$ cat config.mk
export PLATFORM = sky130hd
export DESIGN_NAME = shift_sequencer_flat
export DESIGN_NICKNAME = d
export VERILOG_FILES = /design/src/rtl/shift_sequencer_if.sv /design/src/rtl/shift_sequencer.sv /design/src/flat_wrapper.sv
export SDC_FILE = /design/constraint.sdc
export NUM_CORES = 1
export LEC_CHECK = 0
export CAP_MARGIN = 20
export CORE_UTILIZATION = 30
export CTS_CLUSTER_DIAMETER = 150
export CTS_CLUSTER_SIZE = 40
export DETAILED_ROUTE_END_ITERATION = 8
export GPL_TIMING_DRIVEN = 0
export PLACE_DENSITY = 0.66
export SLEW_MARGIN = 20
export SYNTH_ARGS = -nofsm -noshare
export SYNTH_HDL_FRONTEND = slang
export SYNTH_SLANG_ARGS = --single-unit
$ cat constraint.sdc
create_clock -name clk -period 2 [get_ports clk]
set_input_delay 0.3 -clock clk [delete_from_list [all_inputs] [get_ports clk]]
set_output_delay 0.3 -clock clk [all_outputs]
set_load 0.02 [all_outputs]
$ cat src/rtl/shift_sequencer_if.sv
// Request/grant/result bundle between two requesters and the shift sequencer.
// The master side drives requests and operands; the slave side returns grants and results.
interface shift_sequencer_if #(
    parameter int WIDTH = 16,
    parameter int AMT_W = 5
);
    logic [1:0]       req;
    logic [WIDTH-1:0] din0;
    logic [WIDTH-1:0] din1;
    logic [AMT_W-1:0] amt0;
    logic [AMT_W-1:0] amt1;
    logic             mode0;
    logic             mode1;
    logic [1:0]       gnt;
    logic             busy;
    logic             done;
    logic             done_id;
    logic [WIDTH-1:0] dout;

    modport master (
        output req, din0, din1, amt0, amt1, mode0, mode1,
        input  gnt, busy, done, done_id, dout
    );

    modport slave (
        input  req, din0, din1, amt0, amt1, mode0, mode1,
        output gnt, busy, done, done_id, dout
    );
endinterface

$ cat src/rtl/shift_sequencer.sv
// Two-requester round-robin arbiter that performs a serial right shift of one bit per cycle.
// Arithmetic or logical fill is selected per request; amounts above WIDTH saturate at WIDTH.
module shift_sequencer #(
    parameter int WIDTH = 16,
    parameter int AMT_W = 5
) (
    input  logic              clk,
    input  logic              rst,
    shift_sequencer_if.slave  bus
);
    typedef enum logic [1:0] {IDLE, SHIFT, DONE} state_t;

    localparam logic [AMT_W-1:0] WIDTH_AMT = AMT_W'(WIDTH);
    localparam logic [AMT_W-1:0] ONE_AMT   = AMT_W'(1);

    state_t           state_q, state_d;
    logic [WIDTH-1:0] data_q, data_d;
    logic [AMT_W-1:0] cnt_q, cnt_d;
    logic             mode_q, mode_d;
    logic             id_q, id_d;
    logic             last_q, last_d;

    logic             sel;
    logic [1:0]       gnt;
    logic [WIDTH-1:0] sel_din;
    logic [AMT_W-1:0] sel_amt;
    logic [AMT_W-1:0] amt_clamp;
    logic             sel_mode;

    // On a tie the requester not granted last wins; last_q resets to 1 so requester 0 wins first.
    always_comb begin
        sel = (bus.req == 2'b11) ? ~last_q : bus.req[1];
        gnt = 2'b00;
        if (state_q == IDLE && !rst && bus.req != 2'b00) begin
            gnt = sel ? 2'b10 : 2'b01;
        end
    end

    assign sel_din   = sel ? bus.din1  : bus.din0;
    assign sel_amt   = sel ? bus.amt1  : bus.amt0;
    assign sel_mode  = sel ? bus.mode1 : bus.mode0;
    assign amt_clamp = (sel_amt > WIDTH_AMT) ? WIDTH_AMT : sel_amt;

    always_comb begin
        state_d = state_q;
        data_d  = data_q;
        cnt_d   = cnt_q;
        mode_d  = mode_q;
        id_d    = id_q;
        last_d  = last_q;
        case (state_q)
            IDLE: begin
                if (gnt != 2'b00) begin
                    data_d  = sel_din;
                    cnt_d   = amt_clamp;
                    mode_d  = sel_mode;
                    id_d    = sel;
                    last_d  = sel;
                    state_d = (amt_clamp == '0) ? DONE : SHIFT;
                end
            end
            SHIFT: begin
                data_d = {~mode_q & data_q[WIDTH-1], data_q[WIDTH-1:1]};
                cnt_d  = cnt_q - ONE_AMT;
                if (cnt_q == ONE_AMT) begin
                    state_d = DONE;
                end
            end
            DONE:    state_d = IDLE;
            default: state_d = IDLE;
        endcase
    end

    always_ff @(posedge clk or posedge rst) begin
        if (rst) begin
            state_q <= IDLE;
            data_q  <= '0;
            cnt_q   <= '0;
            mode_q  <= 1'b0;
            id_q    <= 1'b0;
            last_q  <= 1'b1;
        end else begin
            state_q <= state_d;
            data_q  <= data_d;
            cnt_q   <= cnt_d;
            mode_q  <= mode_d;
            id_q    <= id_d;
            last_q  <= last_d;
        end
    end

    assign bus.gnt     = gnt;
    assign bus.busy    = (state_q != IDLE);
    assign bus.done    = (state_q == DONE);
    assign bus.done_id = id_q;
    assign bus.dout    = data_q;
endmodule

$ cat src/flat_wrapper.sv
// flat-port wrapper written by rule: the top's interface ports become plain ports
module shift_sequencer_flat 
#(
    parameter int WIDTH = 16,
    parameter int AMT_W = 5
)
  (clk, rst, bus_req, bus_din0, bus_din1, bus_amt0, bus_amt1, bus_mode0, bus_mode1, bus_gnt, bus_busy, bus_done, bus_done_id, bus_dout);
  shift_sequencer_if #(.WIDTH(WIDTH), .AMT_W(AMT_W)) bus_i ();
  input  logic clk;
  input  logic rst;
  input wire logic [$bits(bus_i.req)-1:0] bus_req;
  input wire logic [$bits(bus_i.din0)-1:0] bus_din0;
  input wire logic [$bits(bus_i.din1)-1:0] bus_din1;
  input wire logic [$bits(bus_i.amt0)-1:0] bus_amt0;
  input wire logic [$bits(bus_i.amt1)-1:0] bus_amt1;
  input wire logic [$bits(bus_i.mode0)-1:0] bus_mode0;
  input wire logic [$bits(bus_i.mode1)-1:0] bus_mode1;
  output wire logic [$bits(bus_i.gnt)-1:0] bus_gnt;
  output wire logic [$bits(bus_i.busy)-1:0] bus_busy;
  output wire logic [$bits(bus_i.done)-1:0] bus_done;
  output wire logic [$bits(bus_i.done_id)-1:0] bus_done_id;
  output wire logic [$bits(bus_i.dout)-1:0] bus_dout;
  assign bus_i.req = bus_req;
  assign bus_i.din0 = bus_din0;
  assign bus_i.din1 = bus_din1;
  assign bus_i.amt0 = bus_amt0;
  assign bus_i.amt1 = bus_amt1;
  assign bus_i.mode0 = bus_mode0;
  assign bus_i.mode1 = bus_mode1;
  assign bus_gnt = bus_i.gnt;
  assign bus_busy = bus_i.busy;
  assign bus_done = bus_i.done;
  assign bus_done_id = bus_i.done_id;
  assign bus_dout = bus_i.dout;
  shift_sequencer #(.WIDTH(WIDTH), .AMT_W(AMT_W)) u_core (.clk(clk), .rst(rst), .bus(bus_i));
endmodule
==> results of run 1 <==
what timing repair did:
item                       CTS  global route
setup buffers                1             1
resized for setup           14             3
setup endpoints to repair    2             2
pin swaps                    1             1
routing by layer:
layer,global-route usage [%],share of wire [%],up-vias
met5,0,0,-
met4,3.78,1.0,0
met3,4.47,7.8,4
met2,26.6,46,55
met1,24.5,46,645
li1,-,-,687
layout make-up:
class,instances,area (µm²)
sequential,26,654
fill,428,2180
inverter,5,18.8
timing repair buffer,71,701
buffer,10,71.3
tap,52,65.1
multi-input combinational,102,669
clock buffer,4,55.1
sequential cells by signal (all words and copies together), names as in the netlist:
name / flops
u_core.last_q: 1
u_core.bus.done_id: 1
u_core.cnt_q: 5
u_core.bus.dout: 16
u_core.state_q: 2
u_core.mode_q: 1
cell usage after synthesis, drive strengths merged:
cell,count
and3,1
xnor2,1
ha,2
o221ai,2
or2,1
a31oi,2
mux2i,5
and2,1
nand2b,2
nand2,33
o21ai,6
nor2b,2
a22o,1
nor3,6
a221o,1
o22ai,1
nor2,4
dfrtp,25
a21boi,1
dfstp,1
or4,1
a222oi,14
a311oi,1
nand3,2
a22oi,1
o211ai,1
o31a,2
buf,10
a221oi,1
inv,5
nor3b,3
a21o,2
a21oi,2
power breakdown:
group | total [mW] | switching, mW | internal [mW] | leakage (nW)
combinational | 1.47 | 0.744 | 0.728 | 0.634
sequential | 0.971 | 0.204 | 0.767 | 0.323
clock | 0.339 | 0.163 | 0.176 | 0.0288
total | 2.78 | 1.11 | 1.67 | 0.986
stage by stage:
step,area (µm²),instances
floorplan,1390,143
global placement,2140,263
detailed placement,2140,263
CTS,2210,268
global route,2230,270
finish,2230,270
worst max-delay path by stage:
stage                          end               from  cells past startpoint
3_5_place_dp            bus_gnt[0]                rst                      6
3_3_place_gp            bus_gnt[0]                rst                      6
4_1_cts                 bus_gnt[1]         bus_req[0]                      6
2_1_floorplan  u_core.bus.dout[10]      u_core.last_q                      6
6_report                bus_gnt[0]  u_core.state_q[1]                      5
5_1_grt                 bus_gnt[0]  u_core.state_q[1]                      5
logic make-up after synthesis:
| family | count (synthesis) | share of synthesized area [%] |
|---|---|---|
| and+or+nand+nor | 56 | 18.4 |
| AOI/OAI and AO/OA | 38 | 22.4 |
| DFF | 26 | 46.9 |
| buffers and inverters | 15 | 6.30 |
| muxes | 5 | 3.60 |
| adders and majority gates | 2 | 1.80 |
| xor gates and xnor gates | 1 | 0.630 |
placed cells by master (no fill, tap or decap), types with 2 or more instances in the layout:
cell type and instances:
clkdlybuf4s50_1 63, nand2_1 33, dfrtp_1 23, a222oi_1 14
buf_2 8, o21ai_1 5, mux2i_1 5, nor3_1 5
nor2_1 4, inv_1 4, clkbuf_8 4, buf_6 3
buf_4 3, nor3b_1 3, a21o_1 2, o31a_1 2
nand2b_1 2, nor2b_1 2, a31oi_1 2, o221ai_1 2
a21oi_1 2, nand3_1 2, ha_1 2, dlygate4sd2_1 2
dfrtp_2 2
worst reg2reg max path: stages, from the launching register on:
cell and delay, ns:
dfstp_2 0.57, a21boi_4 0.06, and2_4 0.16, buf_6 0.13, buf_6 0.14, a222oi_1 0.38
nand2_1 0.09
==> metrics.md, run 1 <==
| Metric | Value |
|---|---|
| Post-synthesis cell type count | `35` |
| Largest net degree at the start of global routing | `27` |
| # DRC | `0` |
| Final hold slack | `~0.16 ns` |
| MaxCap Viol Count | `0` |
| RSZ-0062 raised after global routing | `false` |
| Reg2reg end | `u_core.bus.dout[12]` |
| Yosys top cell area share | `45.0%` |
| H-tree levels | `1` |
| Worst setup margin | `~0.12 ns` |
| Gpl congestion | `0.872` |
| Max Fclk | `between 500 and 600 MHz` |
| Critical Path Slowest Stage Cell | `dfrtp_2` |
| First-pass iteration count of the detailed router | `5` |
| Worst Reg-to-Reg Cells | `6` |
| Leak | `0.986 nW` |
| Sequential-to-total area share from yosys stat | `a little under half` |
| Flops & latches, synth | `26` |
| Status | `completed` |
| DP Worst Slack | `-0.529 ns` |
| Total Wirelength | `approximately 4000 µm` |
| Worst vdd ir | `about 0.6 mV` |
| Pwr dens | `1240 nW/µm²` |
| Final ANT Viol Nets | `0` |
| Gr ovfl total | `0` |
| CORE AREA | `4410 µm²` |
| Max Transition Viols Final | `0` |
| Later-pin clock latency in the skew report | `approximately 0.27 ns` |
| FP Rows | `24` |
| Cell count after synthesis | `about 140` |
| Required time worst endpoint | `roughly 1.7 ns` |
| Period minus WS final | `around 1.9 ns` |
| Post-synth top area cell | `dfrtp_1` |
| Nets | `roughly 270` |
| Port Buf Inserts | `between 60 and 70` |
| Fraction of layout cells with a size suffix above 1 | `11.5%` |
| CP Buf/Inv Count | `3` |
| 1st-iter DRT viols | `between 100 and 150` |
| Initial core utilization | `about a third` |
| CTS hold repair buffers | `0` |
| Vias in the first global route | `between 1,000 and 1,500` |
| Initial antenna violation count | `0` |
| CTS sink cnt | `26` |
| Finished Core Util | `approximately 51%` |
| Via Count | `about 1,400` |
| CP Cell Sequence | `nor3_4, and3_1, buf_4, buf_6, buf_2` |
| Worst Skew | `between 0.002 and 0.0025 ns` |
| Gr usage total | `roughly 17%` |
| Final setup vio count | `0` |
| Syn Nets | `~190` |
| Worst-Margin Slew | `approximately 0.34 ns` |
| Syn avg cell area | `9.72 µm²` |
| CTS Root Cell | `clkbuf_8` |
| Final hold violations | `0` |
| Hold Path Class | `input port to asynchronous set/reset pin` |
| CP endpoint kind | `primary output` |
| Arrival @ worst endpoint | `approximately 1.6 ns` |
| CP Launch Type | `flop` |
| CP Class | `flop to primary output` |
| IO Pins | `69` |
| First-pass GRT wire length | `6730 µm` |
| Max Buffers Root-to-Sink | `2` |
| Syn-to-layout area delta | `60.8%` |
| N_diodes | `0` |
| Hpwl dp | `a little under 3000 µm` |
| Max_slew headroom | `about 77%` |
| Die height | `roughly 70 µm` |
| Wire per inst | `between 10 and 15 µm` |
| Final period util | `94.0%` |
| Final setup TNS | `0 ns` |
| Crit-path max FO | `10` |
| Via-to-Cell Ratio | `between 5 and 6` |
| Largest cells by area after synthesis | `dfrtp_1 (45%), a222oi_1 (10%), nand2_1 (8.9%), mux2i_1 (3.6%), buf_2 (2.5%)` |
| Synth Warn # | `0` |
| Clock-pin slew on the worst setup and hold paths | `0.09 ns` |
| Die Wd | `about 70 µm` |
| CP top delay family | `buffers and inverters` |
| CTS tree | `done` |
| CTS Buf Count | `3` |
| Overall Power | `between 2 and 3 mW` |
| Post-Synthesis Cell Area | `1390 µm²` |
| Crit path largest cell delay | `0.45 ns` |
| Worst reg2reg setup slack | `0.36 ns` |
| Critical R2R Launch | `u_core.last_q` |
| Area of the die | `just under 5000 µm²` |
Power figures use the tool's default switching activity.
==> run 2: changes to the inputs <==
--- a/config.mk
+++ b/config.mk
@@ -5,6 +5,7 @@
 export SDC_FILE = /design/constraint.sdc
 export NUM_CORES = 1
 export LEC_CHECK = 0
+export ABC_CLOCK_PERIOD_IN_PS = 2250
 export CAP_MARGIN = 20
 export CORE_UTILIZATION = 30
 export CTS_CLUSTER_DIAMETER = 150
@@ -12,6 +13,7 @@
 export DETAILED_ROUTE_END_ITERATION = 8
 export GPL_TIMING_DRIVEN = 0
 export PLACE_DENSITY = 0.66
+export REMOVE_ABC_BUFFERS = 1
 export SLEW_MARGIN = 20
 export SYNTH_ARGS = -nofsm -noshare
 export SYNTH_HDL_FRONTEND = slang
==> constraint.sdc (replaced) <==
create_clock -name clk -period 2.25 [get_ports clk]
set_input_delay 0.3375 -clock clk [delete_from_list [all_inputs] [get_ports clk]]
set_output_delay 0.3375 -clock clk [all_outputs]
set_load 0.02 [all_outputs]
==> run 2 against run 1 <==
Compared with the run above:
- global-route usage fell by 0.91 points
- total power fell by 14%
- flip-flop and latch count did not move
- largest power group unchanged
- highest routed layer unchanged
==> metrics.md, run 2 (same netlist as run 1, synthesis figures left out) <==
| Metric | Value |
|---|---|
| Number of flip-flops under the largest register name | `16` |
| Crit path largest cell delay | `around 0.51 ns` |
| Final setup TNS | `0 ns` |
| Hold Path End | `u_core.bus.dout[0]` |
| CP top delay family | `buffers and inverters` |
| Later-pin clock latency in the skew report | `roughly 0.27 ns` |
| CP endpoint kind | `primary output` |
| Max Buffers Root-to-Sink | `2` |
| NetSw | `between 0.9 and 1 mW` |
| Hold path startpoint | `u_core.bus.dout[0]` |
| N_diodes | `0` |
| Status | `completed` |
| Leak | `between 0.9 and 1 nW` |
| Nets | `approximately 260` |
| Max_slew headroom | `40.1%` |
| Total Wirelength | `between 3000 and 4000 µm` |
| Worst Skew | `between 0.001 and 0.0015 ns` |
| Placed Cells | `around 250` |
| Final period util | `approximately 90%` |
| Required time worst endpoint | `between 1.5 and 2 ns` |
| Die Wd | `approximately 70 µm` |
| FP Rows | `24` |
| Area of the die | `4910 µm²` |
| Clock Power Share | `roughly an eighth` |
| Sequential power share | `35.7%` |
| Hold Path Class | `flop to flop` |
| Final hold violations | `0` |
| Worst setup margin | `between 0.15 and 0.2 ns` |
| CP Class | `input port to primary output` |
| Worst Reg-to-Reg Cells | `3` |
| Fin cells | `~260` |
| Post-route cell area | `about 2100 µm²` |
| Port Buf Inserts | `between 60 and 70` |
| Max Transition Viols Final | `0` |
| Syn-to-layout area delta | `54.5%` |
| Final hold slack | `0.481 ns` |
| CTS Buf Count | `3` |
| Hpwl dp | `2720 µm` |
| Most common cell after layout, fill and taps aside | `clkdlybuf4s50_1` |
| Die height | `about 70 µm` |
| Final setup vio count | `0` |
| Fraction of layout cells with a size suffix above 1 | `5.34%` |
| Largest net degree at the start of global routing | `27` |
| DP Area | `a little over 2000 µm²` |
| H-tree levels | `1` |
| Gr usage total | `16.4%` |
| Sw Ratio | `approximately two fifths` |
| CP Cell Sequence | `clkdlybuf4s50_1, nor3_2, and3_4, dlygate4sd2_1` |
| CTS Root Cell | `clkbuf_8` |
| Layout fillers | `about 430` |
| Via-to-Cell Ratio | `around 5.3` |
| CTS hold repair buffers | `0` |
| Cells on Worst Hold Path | `2` |
| 1st-iter DRT viols | `between 70 and 80` |
| Critical Path Slowest Stage Cell | `clkdlybuf4s50_1` |
| Via Count | `between 1,000 and 1,500` |
| MaxCap Viol Count | `0` |
| First-pass GRT wire length | `around 6400 µm` |
| Worst-Margin Slew | `0.892 ns` |
| RSZ-0062 raised after global routing | `false` |
| Combinational power share | `between 50 and 60%` |
| Final ANT Viol Nets | `0` |
| Gr ovfl total | `0` |
| CORE AREA | `about 4400 µm²` |
| Max Fclk | `481 MHz` |
| CTS sink cnt | `26` |
| CP Launch Type | `input port` |
| DP Worst Slack | `-0.622 ns` |
| Pwr dens | `1120 nW/µm²` |
| Initial antenna violation count | `0` |
| Worst reg2reg setup slack | `0.51 ns` |
| Crit-path max FO | `15` |
| Period minus WS final | `2.08 ns` |
| Vias in the first global route | `~1,400` |
| # DRC | `0` |
| Most frequent cells in the layout | `clkdlybuf4s50_1 (66), nand2_1 (33), dfrtp_1 (25)` |
| Wire per inst | `~15 µm` |
| Clock-pin slew on the worst setup and hold paths | `approximately 0.090 ns` |
| Worst vdd ir | `between 0.4 and 0.5 mV` |
| IO Pins | `69` |
| Critical R2R Launch | `u_core.state_q[1]` |
| CP Buf/Inv Count | `2` |
| First-pass iteration count of the detailed router | `6` |
| Internal Power | `roughly 1.4 mW` |
| Initial core utilization | `roughly a third` |
| Arrival @ worst endpoint | `1.74 ns` |
| Gpl congestion | `0.867` |
| Reg2reg end | `u_core.cnt_q[3]` |
| CTS tree | `done` |
## run 2: cell types whose count changed in the layout (fill, tap and decap cells not counted), sizes merged
cell,previous run,this run
buf,15,1
dlymetal6s2s,1,0
clkdlybuf4s50,63,66
## run 2: tightest hold or removal path: stages, from the launching register on
cell and delay, ns:
dfrtp_1 0.35, nand2_1 0.05, nand2_1 0.06
## run 2: metrics by stage
step,utilization [%],power (mW)
finish,48.6,2.40
detailed placement,46.9,2.10
global placement,46.8,2.09
CTS,48.6,2.41
global route,48.6,2.59
floorplan,-,1.56
## run 2: timing repair
item,4_1_cts,5_1_grt
buffers inserted,1,0
setup endpoints to repair,2,0
gates resized for setup,6,0
## run 2: cell type report
type,instances,area (µm²),share of cell area [%]
timing repair buffer,69,686,31.9
clock buffer,4,55.1,2.56
inverter,5,18.8,0.874
multi-input combinational,102,671,31.2
tap,52,65.1,3.03
sequential,26,652,30.4
## run 2: how the worst max path moves through the flow
stage                           start  slack (ns)               to  cells after the start
floorplan           u_core.state_q[0]        0.68  u_core.cnt_q[2]                      4
global placement           bus_req[1]       -0.59       bus_gnt[1]                      4
detailed placement         bus_req[1]       -0.62       bus_gnt[1]                      4
CTS                               rst        0.15       bus_gnt[0]                      4
global route                      rst        0.06       bus_gnt[0]                      4
finish                            rst        0.17       bus_gnt[0]                      4
## run 2: power by group through the flow
stage	clock (mW)	combinational, mW	sequential, mW
floorplan	0	0.579	0.979
global placement	0	1.23	0.854
detailed placement	0	1.24	0.862
CTS	0.305	1.25	0.856
global route	0.327	1.37	0.893
finish	0.297	1.24	0.856
## run 2: metal layers
| metal | wire (µm) | track usage [%] | vias up |
|---|---|---|---|
| met5 | 0 | 0 | - |
| met4 | 70 | 7.33 | 0 |
| met3 | 214 | 2.74 | 6 |
| met2 | 1780 | 26.5 | 48 |
| met1 | 1710 | 21.6 | 636 |
| li1 | - | - | 666 |
